[config.mk]
export PLATFORM = sky130hd
export DESIGN_NAME = dm_write_tracer_flat
export DESIGN_NICKNAME = d
export VERILOG_FILES = /design/src/rtl/dm_write_tracer_if.sv /design/src/rtl/dm_write_tracer.sv /design/src/flat_wrapper.sv
export SDC_FILE = /design/constraint.sdc
export NUM_CORES = 2
export LEC_CHECK = 0
export BUFFER_PORTS_ARGS = -buffer_cell sky130_fd_sc_hd__clkbuf_2
export CORE_UTILIZATION = 62
export DETAILED_ROUTE_END_ITERATION = 16
export PLACE_DENSITY = 0.88
export SETUP_SLACK_MARGIN = 0.1
export SYNTH_ARGS = -nofsm -noshare
export SYNTH_HDL_FRONTEND = slang
export SYNTH_SLANG_ARGS = --single-unit
[constraint.sdc]
create_clock -name CLOCK_50 -period 18.1 [get_ports CLOCK_50]
set_input_delay 3.62 -clock CLOCK_50 [delete_from_list [all_inputs] [get_ports CLOCK_50]]
set_output_delay 3.62 -clock CLOCK_50 [all_outputs]
set_load 0.02 [all_outputs]
[src/rtl/dm_write_tracer_if.sv]
// Bus bundle between the processor's data-memory write port / dump consumer and dm_write_tracer.
// master = the side that issues stores and consumes the dump stream; slave = the tracer.
interface dm_write_tracer_if #(
    parameter int N     = 64,
    parameter int DEPTH = 16
) ();
    logic                       DM_writeEnable;
    logic [N-1:0]               DM_addr;
    logic [N-1:0]               DM_writeData;
    logic                       dump;
    logic                       out_ready;
    logic                       out_valid;
    logic [N-1:0]               out_addr;
    logic [N-1:0]               out_data;
    logic [31:0]                out_stamp;
    logic [$clog2(DEPTH):0]     count;
    logic                       overflow;
    logic                       dumping;
    logic                       done;

    modport master (
        output DM_writeEnable, DM_addr, DM_writeData, dump, out_ready,
        input  out_valid, out_addr, out_data, out_stamp, count, overflow, dumping, done
    );

    modport slave (
        input  DM_writeEnable, DM_addr, DM_writeData, dump, out_ready,
        output out_valid, out_addr, out_data, out_stamp, count, overflow, dumping, done
    );
endinterface

[src/rtl/dm_write_tracer.sv]
// Captures qualifying data-memory stores {addr, data, cycle stamp} into a circular buffer
// and drains them oldest-first over a valid/ready stream on a rising edge of dump.
module dm_write_tracer #(
    parameter int           N         = 64,
    parameter int           DEPTH     = 16,
    parameter bit           MODE_WRAP = 1'b1,
    parameter logic [N-1:0] ADDR_LO   = '0,
    parameter logic [N-1:0] ADDR_HI   = '1
) (
    input  logic              CLOCK_50,
    input  logic              reset,
    dm_write_tracer_if.slave  bus
);
    localparam int PW = $clog2(DEPTH);
    localparam int CW = PW + 1;

    typedef enum logic [1:0] {S_CAPTURE, S_DRAIN, S_DONE} state_t;

    typedef struct packed {
        logic [N-1:0] addr;
        logic [N-1:0] data;
        logic [31:0]  stamp;
    } entry_t;

    entry_t mem [DEPTH];

    state_t        state_reg, state_next;
    logic          dump_q_reg, dump_q_next;
    logic [31:0]   cycle_reg, cycle_next;
    logic [PW-1:0] wr_ptr_reg, wr_ptr_next;
    logic [PW-1:0] rd_ptr_reg, rd_ptr_next;
    logic [CW-1:0] count_reg, count_next;
    logic          overflow_reg, overflow_next;

    logic   lo_ok, hi_ok, qualify, full, dump_rise, out_valid, pop, mem_we;
    entry_t rd_entry;

    // An open bound is folded away so the comparison never degenerates to a constant.
    generate
        if (ADDR_LO == '0) begin : g_lo_open
            assign lo_ok = 1'b1;
        end else begin : g_lo_cmp
            assign lo_ok = (bus.DM_addr >= ADDR_LO);
        end
        if (ADDR_HI == '1) begin : g_hi_open
            assign hi_ok = 1'b1;
        end else begin : g_hi_cmp
            assign hi_ok = (bus.DM_addr <= ADDR_HI);
        end
    endgenerate

    assign qualify   = bus.DM_writeEnable & lo_ok & hi_ok;
    assign full      = (count_reg == CW'(DEPTH));
    assign dump_rise = bus.dump & ~dump_q_reg;
    assign out_valid = (state_reg == S_DRAIN) && (count_reg != '0);
    assign pop       = out_valid & bus.out_ready;

    always_comb begin
        state_next    = state_reg;
        dump_q_next   = bus.dump;
        cycle_next    = cycle_reg + 32'd1;
        wr_ptr_next   = wr_ptr_reg;
        rd_ptr_next   = rd_ptr_reg;
        count_next    = count_reg;
        overflow_next = overflow_reg;
        mem_we        = 1'b0;
        case (state_reg)
            S_CAPTURE: begin
                if (qualify) begin
                    if (!full) begin
                        mem_we      = 1'b1;
                        wr_ptr_next = wr_ptr_reg + PW'(1);
                        count_next  = count_reg + CW'(1);
                    end else if (MODE_WRAP) begin
                        // Full and wrapping: wr_ptr == rd_ptr, so the oldest slot is reused.
                        mem_we        = 1'b1;
                        wr_ptr_next   = wr_ptr_reg + PW'(1);
                        rd_ptr_next   = rd_ptr_reg + PW'(1);
                        overflow_next = 1'b1;
                    end else begin
                        overflow_next = 1'b1;
                    end
                end
                if (dump_rise) state_next = S_DRAIN;
            end
            S_DRAIN: begin
                if (qualify) overflow_next = 1'b1;
                if (pop) begin
                    rd_ptr_next = rd_ptr_reg + PW'(1);
                    count_next  = count_reg - CW'(1);
                end
                if (count_next == '0) state_next = S_DONE;
            end
            S_DONE: begin
                if (!bus.dump) begin
                    state_next    = S_CAPTURE;
                    overflow_next = 1'b0;
                end
                // A store lost on the way back to capture is still recorded.
                if (qualify) overflow_next = 1'b1;
            end
            default: state_next = S_CAPTURE;
        endcase
    end

    always_ff @(posedge CLOCK_50 or negedge reset) begin
        if (!reset) begin
            state_reg    <= S_CAPTURE;
            dump_q_reg   <= 1'b0;
            cycle_reg    <= '0;
            wr_ptr_reg   <= '0;
            rd_ptr_reg   <= '0;
            count_reg    <= '0;
            overflow_reg <= 1'b0;
        end else begin
            state_reg    <= state_next;
            dump_q_reg   <= dump_q_next;
            cycle_reg    <= cycle_next;
            wr_ptr_reg   <= wr_ptr_next;
            rd_ptr_reg   <= rd_ptr_next;
            count_reg    <= count_next;
            overflow_reg <= overflow_next;
        end
    end

    // Buffer storage carries no reset so it maps onto plain memory.
    always_ff @(posedge CLOCK_50) begin
        if (mem_we) mem[wr_ptr_reg] <= {bus.DM_addr, bus.DM_writeData, cycle_reg};
    end

    assign rd_entry      = mem[rd_ptr_reg];
    assign bus.out_valid = out_valid;
    assign bus.out_addr  = rd_entry.addr;
    assign bus.out_data  = rd_entry.data;
    assign bus.out_stamp = rd_entry.stamp;
    assign bus.count     = count_reg;
    assign bus.overflow  = overflow_reg;
    assign bus.dumping   = (state_reg == S_DRAIN);
    assign bus.done      = (state_reg == S_DONE);
endmodule

[src/flat_wrapper.sv]
// flat-port wrapper written by rule: the top's interface ports become plain ports
module dm_write_tracer_flat 
#(
    parameter int           N         = 64,
    parameter int           DEPTH     = 16,
    parameter bit           MODE_WRAP = 1'b1,
    parameter logic [N-1:0] ADDR_LO   = '0,
    parameter logic [N-1:0] ADDR_HI   = '1
)
  (CLOCK_50, reset, bus_DM_writeEnable, bus_DM_addr, bus_DM_writeData, bus_dump, bus_out_ready, bus_out_valid, bus_out_addr, bus_out_data, bus_out_stamp, bus_count, bus_overflow, bus_dumping, bus_done);
  dm_write_tracer_if #(.N(N), .DEPTH(DEPTH)) bus_i ();
  input  logic CLOCK_50;
  input  logic reset;
  input wire logic [$bits(bus_i.DM_writeEnable)-1:0] bus_DM_writeEnable;
  input wire logic [$bits(bus_i.DM_addr)-1:0] bus_DM_addr;
  input wire logic [$bits(bus_i.DM_writeData)-1:0] bus_DM_writeData;
  input wire logic [$bits(bus_i.dump)-1:0] bus_dump;
  input wire logic [$bits(bus_i.out_ready)-1:0] bus_out_ready;
  output wire logic [$bits(bus_i.out_valid)-1:0] bus_out_valid;
  output wire logic [$bits(bus_i.out_addr)-1:0] bus_out_addr;
  output wire logic [$bits(bus_i.out_data)-1:0] bus_out_data;
  output wire logic [$bits(bus_i.out_stamp)-1:0] bus_out_stamp;
  output wire logic [$bits(bus_i.count)-1:0] bus_count;
  output wire logic [$bits(bus_i.overflow)-1:0] bus_overflow;
  output wire logic [$bits(bus_i.dumping)-1:0] bus_dumping;
  output wire logic [$bits(bus_i.done)-1:0] bus_done;
  assign bus_i.DM_writeEnable = bus_DM_writeEnable;
  assign bus_i.DM_addr = bus_DM_addr;
  assign bus_i.DM_writeData = bus_DM_writeData;
  assign bus_i.dump = bus_dump;
  assign bus_i.out_ready = bus_out_ready;
  assign bus_out_valid = bus_i.out_valid;
  assign bus_out_addr = bus_i.out_addr;
  assign bus_out_data = bus_i.out_data;
  assign bus_out_stamp = bus_i.out_stamp;
  assign bus_count = bus_i.count;
  assign bus_overflow = bus_i.overflow;
  assign bus_dumping = bus_i.dumping;
  assign bus_done = bus_i.done;
  dm_write_tracer #(.N(N), .DEPTH(DEPTH), .MODE_WRAP(MODE_WRAP), .ADDR_LO(ADDR_LO), .ADDR_HI(ADDR_HI)) u_core (.CLOCK_50(CLOCK_50), .reset(reset), .bus(bus_i));
endmodule
==> flow_summary.yaml <==
placement:
  place.gp.congestion: 0.741
  place_inst: 6270
  dp_hpwl_mm: 109
  post_dp_cell_area_um2: 103000
  numPortBuffers: 301
drt:
  drc: 0
  drt_iter0_markers: 6316
  drt_wl_total_mm: 237
  dr.pass1.iters: 6
  viasPerCell: 6.97
  antenna_left: 0
  wire_per_inst_um: 35.2
  num_vias: 46900
layout:
  post-route-util: 0.699
  fin_nets: 4581
  finalInstanceArea_um2: 111000
  instances_no_fill: 6732
  fillers: 8584
  largest_reg_flops: 2560
  drive_gt1_frac: 0.320
  area_growth_pct: 12.1
global_route:
  grt_pass1_wl_mm: 338
  grt_pass1_vias: 48800
  grt_overflow: 0
  groute.usage.overall: 0.296
  antenna_found_initial: 17
  grt_max_degree: 169
timing:
  relSlewSlack: 0.212
  clock-skew-final_ps: 57.2
  worstMarginPinSlew_ps: 1180
  grt_setup_unrepaired: "false"
  min_period_ps: 9640
  setup_violations: 0
  fmax_ghz: 0.104
  hold_viol: 0
  whs_ps: 568
  fin_crit_sh: 0.533
  maxSlewViolCount: 0
  fin_tns_setup_ps: 0
logic_synthesis:
  synthMostInstantiatedCell: "edfxtp_1"
  async_flop_share: 0.0188
  synth_edf_count: 2560
  yosysTopAreaCellShare: 0.778
  netlist_area_um2: 98800
  ys_top_cells_by_count: "edfxtp_1 (2,560), mux4_2 (729), clkbuf_1 (101)"
  synth.area.mux_share: 0.173
  syn_inst: 4026
  synth_fa_ha_area_frac: 0.00101
  synth_xor_area_frac: 0.00337
  synth-compound-area-share: 0.0105
  ys.flop_type: "edfxtp_1"
  yosys.area.top_type: "edfxtp_1"
  seq_area_frac_synth: 0.790
  ys_ff_latch: 2609
  ys_types: 45
  syn_nets: 4167
  syn_avg_cell_area_um2: 24.5
  yosys-top-cells-area: "edfxtp_1 (78%), mux4_2 (17%), dfrtp_1 (1.2%)"
  ys.warnings.count: 0
  synth_top_family_by_area: "multiplexers"
  synthSimpleGateAreaFrac: 0.0105
clocking:
  clock_latency_ps: 900
  cts_hold_buf: 0
  root_buffer: "clkbuf_16"
  cts_sinks: 2609
  htree_levels: 4
  cts.path.max_buffers: 3
  cts.reportedPaths.clkPinSlew_ps: 60
  postCtsSetupBuffers: 0
  cts_resized: 0
  cts_tree: "built"
  numCtsBuffers: 240
worst_setup_path:
  worst_setup_path_end_kind: "primary output"
  crit_fanout: 52
  start_kind: "register"
  worstSetupPathType: "reg2out"
  worstPathArrival_ps: 6020
  crit_required_ps: 14480
floorplan:
  die_area_um2: 161000
  rows: 146
  die_height_um: 401
  die_w_um: 401
  core_um2: 158000
  io_pins: 302
  initial_core_util: 0.624
status:
  status: "finished, final reports clean"
flow_run:
  drv_cap: 0
power_and_ir_drop:
  power_density_nw_per_um2: 152
  max-vdd-ir-drop_uv: 171
  p_leak_nw: 35.7
min_path:
  min_path_type: "reg2reg"
-- per-stage QoR --
| stage | total power [W] | setup slack (ps) |
|---|---|---|
| 2_1_floorplan | 0.0105 | 2050 |
| 3_3_place_gp | 0.0117 | 9240 |
| 3_5_place_dp | 0.0118 | 9130 |
| 4_1_cts | 0.0169 | 8200 |
| 5_1_grt | 0.0174 | 7930 |
| 6_report | 0.0168 | 8460 |
-- report_power, final --
group	internal [W]	switching [W]	leakage (nW)
sequential	0.00687	0.000193	24.3
combinational	0.00203	0.00264	7.52
clock	0.00286	0.00226	3.86
total	0.0118	0.00509	35.7
-- cell families (layout without fill, tap and decap cells) --
family	after synthesis	count (layout)
flip-flops	2609	2609
multiplexers	801	801
buffers and inverters	220	843
AND/OR/NAND/NOR	186	186
AO/OA/AOI/OAI	164	164
XOR/XNOR	38	38
adder cells (fa/ha/maj)	8	8
other	0	11
-- cell usage in the layout, fill, tap and decap left out, types with 26 or more instances in the layout --
| master | count |
|---|---|
| mux4_2 | 729 |
| edfxtp_1 | 2560 |
| clkbuf_1 | 50 |
| dfrtp_1 | 45 |
| xnor2_1 | 30 |
| nor2b_1 | 73 |
| clkbuf_16 | 240 |
| a211oi_1 | 72 |
| clkinv_2 | 44 |
| nand2_1 | 26 |
| a21oi_1 | 76 |
| mux2i_1 | 71 |
| clkbuf_2 | 300 |
| bufinv_16 | 26 |
| buf_4 | 72 |
| clkinv_1 | 52 |
-- final cells by class --
class                           count  area (um2)  share of cell area
Sequential cell                  2609       78100               0.705
Multi-Input combinational cell   1197       19800               0.178
Clock buffer                      297        6290              0.0568
Tap cell                         2072        2590              0.0234
Timing Repair Buffer              384        2270              0.0205
Clock inverter                    154        1700              0.0153
Inverter                            8        30.0            0.000271
Antenna cell                       11        27.5            0.000248
-- final timing paths --
check	start	to	slack (ps)	cells after the start
max	u_core.rd_ptr_reg[0]	bus_out_data[34]	8460	6
min in group asynchronous	reset	u_core.bus.count[2]	2910	2
min reg2reg	u_core.bus.overflow	u_core.bus.overflow	570	2
max reg2reg	u_core.state_reg[0]	u_core.mem[15][142]	14080	6
max in group asynchronous	reset	u_core.rd_ptr_reg[2]	14610	2
min	u_core.bus.overflow	u_core.bus.overflow	570	2
-- critical path: stages, from the launching register on --
cell	delay, ps
dfrtp_4	1050
buf_4	820
buf_4	920
buf_4	930
mux4_2	620
mux4_2	540
clkbuf_2	180
-- metal layers --
layer,wire [um],global-route usage
met1,84300,0.389
met2,123000,0.499
met3,21000,0.0513
met4,9070,0.118
met5,65,0
No activity file was read; power rests on OpenSTA's default activity.
